## src/rtl/pam_pkg.sv

```systemverilog
// rtl/pam_pkg.sv - shared PAM level/threshold helpers for the decision slicer
package pam_pkg;

    localparam int PAM_DEF_LEVELS = 4;
    localparam int SYM_W          = $clog2(PAM_DEF_LEVELS);

    // Ideal level k, symmetric about zero; sep is even so sep/2 is exact.
    function automatic int pam_level(input int k, input int levels, input int sep);
        return (2 * k - (levels - 1)) * (sep / 2);
    endfunction

    // Decision boundary between level j and level j+1.
    function automatic int pam_threshold(input int j, input int levels, input int sep);
        return (2 * j - (levels - 2)) * (sep / 2);
    endfunction

    function automatic logic [31:0] bin2gray(input logic [31:0] b);
        return b ^ (b >> 1);
    endfunction

endpackage

```

## src/rtl/pam_slicer.sv

```systemverilog
// rtl/pam_slicer.sv - PAM-N decision slicer: symbol, feedback level, error, large-error count
module pam_slicer
    import pam_pkg::*;
#(
    parameter int PULSE_RESPONSE_LENGTH = 2,
    parameter int SIGNAL_RESOLUTION     = 8,
    parameter int LEVELS                = 4,
    parameter int SYMBOL_SEPERATION     = 56,
    parameter int GRAY_EN               = 1,
    parameter int ERR_THRESH            = 20,
    parameter int CNT_WIDTH             = 16
) (
    input  logic                                                  clk,
    input  logic                                                  rstn,
    input  logic signed [SIGNAL_RESOLUTION*PULSE_RESPONSE_LENGTH-1:0] estimation,
    input  logic                                                  in_valid,
    output logic                                                  in_ready,
    output logic                                                  out_valid,
    input  logic                                                  out_ready,
    output logic [$clog2(LEVELS)-1:0]                             out_sym,
    output logic signed [SIGNAL_RESOLUTION*PULSE_RESPONSE_LENGTH-1:0] out_level,
    output logic signed [SIGNAL_RESOLUTION*PULSE_RESPONSE_LENGTH:0]   out_err,
    output logic [CNT_WIDTH-1:0]                                  err_cnt,
    input  logic                                                  err_cnt_clr
);

    localparam int W  = SIGNAL_RESOLUTION * PULSE_RESPONSE_LENGTH;
    localparam int SW = $clog2(LEVELS);
    localparam logic [CNT_WIDTH-1:0] CNT_MAX = '1;
    localparam logic signed [W:0]    TH_P    = (W+1)'(ERR_THRESH);
    localparam logic signed [W:0]    TH_N    = -TH_P;

    logic signed [W:0]     est_x;
    logic [LEVELS-2:0]     ge;
    logic [SW-1:0]         dec_k;
    logic signed [W-1:0]   lvl_tab [LEVELS];
    logic [SW-1:0]         sym_tab [LEVELS];

    logic                  adv;
    logic signed [W-1:0]   s1_level;
    logic signed [W:0]     s1_err;
    logic                  s1_big;

    logic                  s1_valid_d, s1_valid_q;
    logic signed [W-1:0]   s1_est_d, s1_est_q;
    logic [SW-1:0]         s1_k_d, s1_k_q;
    logic                  out_valid_d, out_valid_q;
    logic [SW-1:0]         out_sym_d, out_sym_q;
    logic signed [W-1:0]   out_level_d, out_level_q;
    logic signed [W:0]     out_err_d, out_err_q;
    logic [CNT_WIDTH-1:0]  err_cnt_d, err_cnt_q;

    assign est_x = {estimation[W-1], estimation};

    // One comparator per boundary; ties land on the upper level via >=.
    for (genvar j = 0; j < LEVELS - 1; j++) begin : g_cmp
        localparam logic signed [W:0] TJ = (W+1)'(pam_threshold(j, LEVELS, SYMBOL_SEPERATION));
        assign ge[j] = (est_x >= TJ);
    end

    for (genvar k = 0; k < LEVELS; k++) begin : g_tab
        assign lvl_tab[k] = W'(pam_level(k, LEVELS, SYMBOL_SEPERATION));
        assign sym_tab[k] = (GRAY_EN != 0) ? SW'(bin2gray(32'(k))) : SW'(k);
    end

    always_comb begin
        dec_k = '0;
        for (int j = 0; j < LEVELS - 1; j++) begin
            dec_k = dec_k + SW'(ge[j]);
        end
    end

    always_comb begin
        adv      = out_ready || !out_valid_q;
        s1_level = lvl_tab[s1_k_q];
        s1_err   = {s1_est_q[W-1], s1_est_q} - {s1_level[W-1], s1_level};
        s1_big   = (s1_err > TH_P) || (s1_err < TH_N);

        s1_valid_d  = s1_valid_q;
        s1_est_d    = s1_est_q;
        s1_k_d      = s1_k_q;
        out_valid_d = out_valid_q;
        out_sym_d   = out_sym_q;
        out_level_d = out_level_q;
        out_err_d   = out_err_q;
        err_cnt_d   = err_cnt_q;

        // Single shared enable: the whole pipe either advances or freezes.
        if (adv) begin
            s1_valid_d  = in_valid;
            s1_est_d    = estimation;
            s1_k_d      = dec_k;
            out_valid_d = s1_valid_q;
            out_sym_d   = sym_tab[s1_k_q];
            out_level_d = s1_level;
            out_err_d   = s1_err;
        end

        if (err_cnt_clr) begin
            err_cnt_d = '0;
        end else if (adv && s1_valid_q && s1_big && (err_cnt_q != CNT_MAX)) begin
            err_cnt_d = err_cnt_q + CNT_WIDTH'(1);
        end
    end

    always_ff @(posedge clk) begin
        if (!rstn) begin
            s1_valid_q  <= 1'b0;
            s1_est_q    <= '0;
            s1_k_q      <= '0;
            out_valid_q <= 1'b0;
            out_sym_q   <= '0;
            out_level_q <= '0;
            out_err_q   <= '0;
            err_cnt_q   <= '0;
        end else begin
            s1_valid_q  <= s1_valid_d;
            s1_est_q    <= s1_est_d;
            s1_k_q      <= s1_k_d;
            out_valid_q <= out_valid_d;
            out_sym_q   <= out_sym_d;
            out_level_q <= out_level_d;
            out_err_q   <= out_err_d;
            err_cnt_q   <= err_cnt_d;
        end
    end

    assign in_ready  = adv;
    assign out_valid = out_valid_q;
    assign out_sym   = out_sym_q;
    assign out_level = out_level_q;
    assign out_err   = out_err_q;
    assign err_cnt   = err_cnt_q;

endmodule

```

## config.mk

```make
export PLATFORM = sky130hd
export DESIGN_NAME = pam_slicer
export DESIGN_NICKNAME = d
export VERILOG_FILES = /design/src/rtl/pam_pkg.sv /design/src/rtl/pam_slicer.sv
export SDC_FILE = /design/constraint.sdc
export NUM_CORES = 1
export LEC_CHECK = 0
export CAP_MARGIN = 20
export CORE_MARGIN = 2
export CORE_UTILIZATION = 55
export DETAILED_ROUTE_END_ITERATION = 6
export PLACE_DENSITY = 0.93
export SLEW_MARGIN = 20
export SYNTH_ARGS = -nofsm -noshare
export SYNTH_HDL_FRONTEND = slang
export SYNTH_SLANG_ARGS = --single-unit
```

## constraint.sdc

```tcl
create_clock -name clk -period 6.5 [get_ports clk]
set_clock_uncertainty 0.15 [all_clocks]
set_input_delay 1.3 -clock clk [delete_from_list [all_inputs] [get_ports clk]]
set_output_delay 1.3 -clock clk [all_outputs]
set_load 0.005 [all_outputs]
```

# --- Yosys cells after proc, flatten, opt, wreduce, memory -nomap -nowiden ---
# Cells that the tools add are included.
op_classes:
  addsub: 4
  eq_ne: 1
  mux: 6
  bitwise_logic: 2
  magnitude_cmp: 6
  n_reduce_logical: 7
ops:
  columns: ["op", "n"]
  rows:
  - ["$bmux W16 S2", 1]
  - ["$ge A16 B7 Y1 const B", 2]
  - ["$mux W16", 2]
  - ["$gt A17 B6 Y1 const B", 1]
  - ["$lt A17 B6 Y1 const B", 1]
  - ["$sub A16 B16 Y17", 1]
  - ["$add A16 B1 Y16 const B", 1]
  - ["$ge A16 B1 Y1 const B", 1]
  - ["$ne A16 B16 Y1 const B", 1]
  - ["$bmux W2 S2", 1]
  - ["$mux W2", 2]
  - ["$ge A3 B3 Y1 const B", 1]
  - ["$logic_and A1 B1 Y1", 3]
  - ["$not A2 Y3", 1]
  - ["$add A1 B1 Y2", 1]
  - ["$add A2 B1 Y2", 1]
  - ["$logic_or A1 B1 Y1", 2]
  - ["$reduce_or A2 Y1", 1]
  - ["$logic_not A1 Y1", 1]
  - ["$not A1 Y1", 1]
totals:
  output_inout_bits: 53
  reg_bits: 71
  inputBits: 21

# --- Longest topological paths before layout ---
# Gate-level depths: netlist (run 1).
depth:
  depth_word: 9
  depth_mapped: 16
  ltp_nobuf: 14

# --- Least setup slack after synthesis (run 1) ---
# Ideal clock, no wire load.
synth_timing:
  path_kind: "reg-to-reg"
  from: "reg s1_k_q[1]"
  to: "reg err_cnt_q[7] (netlist: err_cnt[7])"
  synth_period_minus_slack_ns: 4.005
  path_slack_ns: 2.495
  arrival_ns: 3.787
  path_stages_with_launch: 17
  n_path_buf: 2
  required_time_ns: 6.283
  cell_sequence: "dfxtp_1 > inv_1 > ha_1 > nor2_1 > inv_1 > fa_1 > nor2b_4 > o31a_1 > a21oi_1 > a211o_1 > or4_1 > or4_1 > buf_2 > or2_1 > buf_6 > a31o_1 > a21oi_2"
synth_via:
  elab_chain_cells: 9
synth_rtl:
  columns: ["element", "line_no", "text"]
  rows:
  - ["from (decl)", "pam_slicer.sv:46", "logic [SW-1:0] s1_k_d, s1_k_q;"]
  - ["from (signal assigned)", "pam_slicer.sv:119", "s1_k_q <= s1_k_d;"]
  - ["$not A2 Y3 (not written as such) *", "pam_slicer.sv:75", "s1_level = lvl_tab[s1_k_q];"]
  - ["$bmux W16 S2 *", "pam_slicer.sv:75", null]
  - ["$mux W16 (not written as such) * (2 in a row)", "pam_slicer.sv:75", null]
  - ["via s1_level[10]", "pam_slicer.sv:40", "logic signed [W-1:0] s1_level;"]
  - ["$sub A16 B16 Y17 *", "pam_slicer.sv:76", "s1_err = {s1_est_q[W-1], s1_est_q} - {s1_level[W-1], s1_level};"]
  - ["$gt A17 B6 Y1 / $lt A17 B6 Y1 (equally long branches)", "pam_slicer.sv:77", "s1_big = (s1_err > TH_P) || (s1_err < TH_N);"]
  - ["$logic_or A1 B1 Y1 *", "pam_slicer.sv:77", null]
  - ["$logic_and A1 B1 Y1 * (2 in a row)", "pam_slicer.sv:101", "end else if (adv && s1_valid_q && s1_big && (err_cnt_q != CNT_MAX)) begin"]
  - ["to (signal assigned)", "pam_slicer.sv:124", "err_cnt_q <= err_cnt_d;"]
  - ["to (decl)", "pam_slicer.sv:51", "logic [CNT_WIDTH-1:0] err_cnt_d, err_cnt_q;"]
# The timed path passes the listed nets; every way through them passes the cells marked *. The select of a mux whose other input is x is not followed.
# A chain may end at the register's enable or synchronous reset.

# --- Final worst setup path (run 1) ---
layout_timing:
  from: "reg s1_k_q[1]"
  to: "reg err_cnt_q[8] (netlist: err_cnt[8])"
# The elaborated chain is that of the path after synthesis.

==> results of run 1 <==
synthesized netlist by cell type (all sizes together) (4+ instances only):
| cell | instances | area share (%) |
|---|---|---|
| and3 | 9 | 1.8 |
| nand2 | 90 | 9.7 |
| o211ai | 9 | 1.9 |
| nor2 | 22 | 2.4 |
| o2111ai | 4 | 1.0 |
| nand3 | 8 | 1.1 |
| o41ai | 4 | 1.5 |
| clkbuf | 19 | 2.1 |
| xnor2 | 4 | 1.0 |
| dfxtp | 59 | 34 |
| o21a | 5 | 1.1 |
| inv | 13 | 1.4 |
| nor2b | 4 | 0.93 |
| nor3 | 7 | 1.0 |
| a21boi | 29 | 6.2 |
| o211a | 5 | 1.4 |
| nand2b | 4 | 0.72 |
| nand4 | 6 | 1.1 |
| a21oi | 24 | 3.5 |
| buf | 17 | 3.5 |
| and2 | 5 | 0.90 |
| ha | 17 | 6.1 |
| o21ai | 24 | 3.4 |
| or4 | 9 | 1.9 |
| o31ai | 4 | 0.86 |
final cells by class:
cell class                 instances  area share [%]
multi-input combinational        332            47.5
inverter                          14            1.20
tap                               77            2.20
timing repair buffer              75            16.9
clock buffer                      12            3.54
sequential                        59            27.0
clock inverter                     4            1.66
flip-flops by register name, indices dropped and copies added (netlist names):
name	cells
out_valid	1
err_cnt	16
out_sym	1
out_level	5
s1_k_q	2
s1_est_q	16
s1_valid_q	1
out_err	17
where the power goes:
part | internal [mW] | switching (mW)
sequential | 0.386 | 0.0179
combinational | 0.106 | 0.115
clock | 0.236 | 0.146
total | 0.729 | 0.280
routing by layer:
metal,track usage [%],vias up,part of all wire [%]
met3,4.95,22,5.4
met5,0,-,0
li1,-,1653,-
met1,30.0,1597,40
met4,10.9,0,2.6
met2,46.8,144,52
tightest hold or removal path, delay by kind of cell, from the launching register on:
kind	cells	cell delay (ps)
compound gates	1	60
flops	1	310
simple gates	1	50
metrics by stage:
step / hold slack [ps] / util, % / worst slack, ps / cell area [um2]
2_1_floorplan: 295 / - / 2500 / 3500
3_3_place_gp: 300 / 66.5 / 2140 / 4150
3_5_place_dp: 305 / 66.5 / 1930 / 4150
4_1_cts: 319 / 70.1 / 1910 / 4380
5_1_grt: 346 / 70.1 / 1510 / 4380
6_report: 316 / 70.1 / 1830 / 4380
worst max path at each step:
stage	slack [ps]	to	start	depth (start not counted)
detailed placement	1930	err_cnt[8]$_SDFFE_PP0P_	s1_k_q[1]$_SDFFE_PN0N_	14
global placement	2140	err_cnt[3]$_SDFFE_PP0P_	s1_k_q[1]$_SDFFE_PN0N_	14
finish	1830	err_cnt[8]$_SDFFE_PP0P_	s1_k_q[1]$_SDFFE_PN0N_	14
CTS	1910	err_cnt[8]$_SDFFE_PP0P_	s1_k_q[1]$_SDFFE_PN0N_	14
global route	1510	err_cnt[8]$_SDFFE_PP0P_	s1_k_q[1]$_SDFFE_PN0N_	14
floorplan	2500	err_cnt[7]$_SDFFE_PP0P_	s1_k_q[1]$_SDFFE_PN0N_	16
cell families after synthesis:
| family | count (synthesis) | synth area share [%] |
|---|---|---|
| AND/OR/NAND/NOR | 176 | 23.9 |
| AO/OA/AOI/OAI | 126 | 25.6 |
| flip-flops | 59 | 33.8 |
| buffers and inverters | 50 | 7.05 |
| adder cells (fa/ha/maj) | 19 | 7.23 |
| XOR/XNOR | 7 | 1.75 |
| multiplexers | 2 | 0.573 |
| other | 1 | 0.107 |
==> flow_summary.ini, run 1 <==
[status]
status = finished clean

[setup_path]
crit_arrival_ps = 4740
worst-path-buf-inv = 2
path_class = reg2reg
startpoint_type = register
worstPathRequired_ps = 6570
reg2reg_from = s1_k_q[1]$_SDFFE_PN0N_
crit_chain = inv_1 > ha_1 > nor2_1 > inv_1 > fa_1 > nor2b_4 > o31a_1 > a21oi_1 > a211o_1 > or4_1 > or4_1 > nor2_1 > o311ai_0 > o41ai_1
cpPeakStageDelay_ps = 650
crit_path_end_kind = register
path_max_fanout = 14
crit_path_top_delay_cell = or4_1
rrSetupSlack_ps = 1830
ff2ff_path_depth = 14
r2r-end = err_cnt[8]$_SDFFE_PP0P_
cp_top_family = simple AND/OR/NAND/NOR gates

[detailed_routing]
wl_mm = 8.89
vias = 3416
detail-route-antenna-nets = 0
first_iter_violations = 238
avgRoutedWirePerCell_um = 15.5
viasPerCell = 5.96
dr.pass1.iters = 5
drc_errors = 0

[sta]
max_freq_ghz = 0.214
maxSlewViolCount = 0
grt_setup_unrepaired = false
tns_ps = 0
period_share_pct = 71.8
period_minus_slack_ps = 4670
finalHoldViolations = 0
slew_headroom_pct = 51.8
tightestPinTransition_ps = 722
setup_violations = 0

[cts]
htree_num_levels = 3
clk_path_buf_depth = 2
cts_tree = yes
cts_buffers = 9
clock_latency_ps = 340
clk_pin_slew_worst_paths_ps = 70
post_cts_buffers = 0
cts_hold_buf = 0
clockRootBuffer = clkbuf_8
clock-sinks = 59
postCtsResizedCells = 0

[final_layout]
fillers = 482
layout_commonest_cell = nand2_1
drive_gt1_share_pct = 5.65
final_cells = 573
seqCellArea_um2 = 1180
multi_input_area_um2 = 2080
nNetsFinal = 531
final_cell_mix = nand2_1, clkdlybuf4s50_1, dfxtp_1
diodes = 0
syn2layout_area_growth_pct = 25.2

[global_routing]
grt_max_degree = 46
grt_usage_pct = 26.0
globalRouteOverflowTotal = 0
grt_pass1_vias = 3229
antenna_found_initial = 0
grt_pass1_wl_mm = 14.9

[die]
floorplan.initialDensity_pct = 56.0
ios = 74
core_um2 = 6240
fp.dieH_um = 83.7
die_area_um2 = 7010
row_count = 29
chipWidth_um = 83.7

[synthesis]
synth_cell_types = 57
synth_cells = 440
yosysWarnings = 0
synthArstFlopShare_pct = 0
yosysSeqAreaShare_pct = 33.8
synth_ff_type = dfxtp_1
avgSynthCellArea_um2 = 7.94
syn_area_um2 = 3490
synth-seq-cells = 59
synth_edf_count = 0

[placed_design]
dp_hpwl_mm = 6.24
port_buffers = 71
gp_congestion = 0.929
dp_cells = 557

[pwr]
p_leak_nw = 1.70
p_per_area_nw_per_um2 = 230
vdd_drop_max_mv = 0.157
finalPower_mw = 1.01

[flow_run]
cap_viol_max_count = 0

[hold_path]
hold_path_depth = 2
hold_path_class = reg2reg
min-delay-start = out_err[1]$_SDFFE_PN0N_
holdPathEnd = out_err[1]$_SDFFE_PN0N_
No activity file was read; power rests on OpenSTA's default activity.
==> run 2: changes to the inputs <==
--- a/config.mk
+++ b/config.mk
@@ -7,9 +7,9 @@
 export LEC_CHECK = 0
 export CAP_MARGIN = 20
 export CORE_MARGIN = 2
-export CORE_UTILIZATION = 55
+export CORE_UTILIZATION = 46
 export DETAILED_ROUTE_END_ITERATION = 6
-export PLACE_DENSITY = 0.93
+export PLACE_DENSITY = 0.84
 export SLEW_MARGIN = 20
 export SYNTH_ARGS = -nofsm -noshare
 export SYNTH_HDL_FRONTEND = slang
==> constraint.sdc (replaced) <==
create_clock -name clk -period 4 [get_ports clk]
set_clock_uncertainty 0.15 [all_clocks]
set_input_delay 0.8 -clock clk [delete_from_list [all_inputs] [get_ports clk]]
set_output_delay 0.8 -clock clk [all_outputs]
set_load 0.005 [all_outputs]
==> flow_summary.ini, run 2 (synthesis results as in run 1) <==
[status]
status = finished clean

[placed_design]
dp_slack_ps = 188
dp_hpwl_mm = 6.33
gp_congestion = 0.903
port_buffers = 71

[detailed_routing]
viasPerCell = 5.56
vias = 3336
first_iter_violations = 172
detail-route-antenna-nets = 0
drc_errors = 0
wl_mm = 8.93
avgRoutedWirePerCell_um = 14.9
dr.pass1.iters = 4

[setup_path]
path_class = reg2reg
crit_arrival_ps = 3920
path_common_cell = or4_1
path_max_fanout = 7
rrSetupSlack_ps = 180
cpPeakStageDelay_ps = 540
crit_chain = inv_1 > ha_1 > nor2_1 > buf_4 > ha_1 > a211oi_2 > o21bai_1 > a21oi_1 > xnor2_1 > or4_1 > or4_1 > buf_4 > o2111ai_1 > or4_1 > nand2_1
worstPathRequired_ps = 4090
startpoint_type = register
crit_path_top_delay_cell = or4_1
crit_path_end_kind = register

[hold_path]
hold_path_class = reg2reg

[global_routing]
grt.busiest_layer = met2
met3_usage_pct = 5.31
grt_pass1_wl_mm = 14.7
globalRouteOverflowTotal = 0
grt_usage_pct = 21.6
antenna_found_initial = 0
use_met1_pct = 26.4
grt_max_degree = 44
use_met2_pct = 36.2
grt_pass1_vias = 3156

[die]
chipWidth_um = 91.2
fp.dieH_um = 91.2
ios = 74
floorplan.initialDensity_pct = 47.9
die_area_um2 = 8310
core_um2 = 7290
row_count = 31

[pwr]
p_per_area_nw_per_um2 = 355
p_leak_nw = 1.71
vdd_drop_max_mv = 0.221

[cts]
htree_num_levels = 3
clock_latency_ps = 350
cts_hold_buf = 0
cts_tree = yes
clock-sinks = 59
clk_path_buf_depth = 2
clk_pin_slew_worst_paths_ps = 70
cts_buffers = 9
clockRootBuffer = clkbuf_8

[sta]
tightestPinTransition_ps = 662
maxSlewViolCount = 0
finalHoldViolations = 0
setup_violations = 0
grt_setup_unrepaired = true
period_share_pct = 95.5
period_minus_slack_ps = 3820
whs_ps = 313
max_freq_ghz = 0.262
fin_ws_ps = 179
slew_headroom_pct = 55.8

[final_layout]
syn2layout_area_growth_pct = 27.0
multi_input_area_um2 = 2100
seqCellArea_um2 = 1180
diodes = 0
layout_commonest_cell = nand2_1
nNetsFinal = 536
drive_gt1_share_pct = 7.98
final_cell_mix = nand2_1, clkdlybuf4s50_1, dfxtp_1
fillers = 661
largest_reg_flops = 17

[flow_run]
cap_viol_max_count = 0
[run 2: cell count changes in the layout (fill, tap and decap cells not counted), sizes merged]
cell	delta
buf	+5
clkbuf	-3
clkinvlp	+1
bufinv	-1
inv	+2
clkinv	+1
[run 2: report_power, final]
part / switching [mW] / internal (mW) / total [mW]
sequential: 0.0260 / 0.628 / 0.654
combinational: 0.194 / 0.178 / 0.372
clock: 0.261 / 0.291 / 0.552
total: 0.481 / 1.10 / 1.58
[run 2: path summary, 6_finish.rpt]
| path | startpoint | end | cells past startpoint |
|---|---|---|---|
| worst max register to register | s1_k_q[0]$_SDFFE_PN0N_ | err_cnt[6]$_SDFFE_PP0P_ | 15 |
| worst min register to register | out_err[1]$_SDFFE_PN0N_ | out_err[1]$_SDFFE_PN0N_ | 2 |
| worst max-delay path | s1_k_q[0]$_SDFFE_PN0N_ | err_cnt[6]$_SDFFE_PP0P_ | 15 |
| worst min-delay path | out_err[1]$_SDFFE_PN0N_ | out_err[1]$_SDFFE_PN0N_ | 2 |
[run 2: layout make-up]
| cell class | instances | share of cell area [%] |
|---|---|---|
| clock buffers | 9 | 2.79 |
| clock inverters | 7 | 1.72 |
| inverters | 14 | 1.18 |
| multi-input cells | 332 | 47.3 |
| flip-flops and latches | 59 | 26.6 |
| well taps | 99 | 2.79 |
| repair buffers | 80 | 17.5 |
[run 2: routing by layer]
metal / wire, um / vias up
li1: - / 1668
met1: 3960 / 1551
met4: 216 / 0
met5: 0 / -
met2: 4360 / 91
met3: 391 / 26
[run 2: stage by stage]
stage | area (um2) | power, mW | std cells | TNS (ps) | utilization, %
4_1_cts | 4410 | 1.58 | 599 | 0 | 60.4
6_report | 4440 | 1.58 | 600 | 0 | 60.9
5_1_grt | 4440 | 1.66 | 600 | -43.2 | 60.9
3_3_place_gp | 4210 | 1.02 | 583 | 0 | 57.7
3_5_place_dp | 4210 | 1.03 | 583 | 0 | 57.7
2_1_floorplan | 3500 | 0.884 | 441 | 0 | -
[run 2: timing repair]
action | in CTS | in global routing
setup buffers | 0 | 1
resized for setup | 0 | 7
setup endpoints to repair | 0 | 12
[run 2: critical path: cells and delay by family (launching register included)]
family	cells	cell delay (ps)
AOI/OAI and AO/OA	4	830
xor gates and xnor gates	1	110
adders and majority gates	2	460
buffers and inverters	3	410
DFF	1	350
and+or+nand+nor	5	1390
==> run 3: changes to the inputs <==
--- a/config.mk
+++ b/config.mk
@@ -5,9 +5,9 @@
 export SDC_FILE = /design/constraint.sdc
 export NUM_CORES = 1
 export LEC_CHECK = 0
-export CAP_MARGIN = 20
 export CORE_MARGIN = 2
 export CORE_UTILIZATION = 46
+export CTS_CLUSTER_SIZE = 12
 export DETAILED_ROUTE_END_ITERATION = 6
 export PLACE_DENSITY = 0.84
 export SLEW_MARGIN = 20
==> results of run 3 <==
Final layout, timing and power as in run 2 (identical DEF).
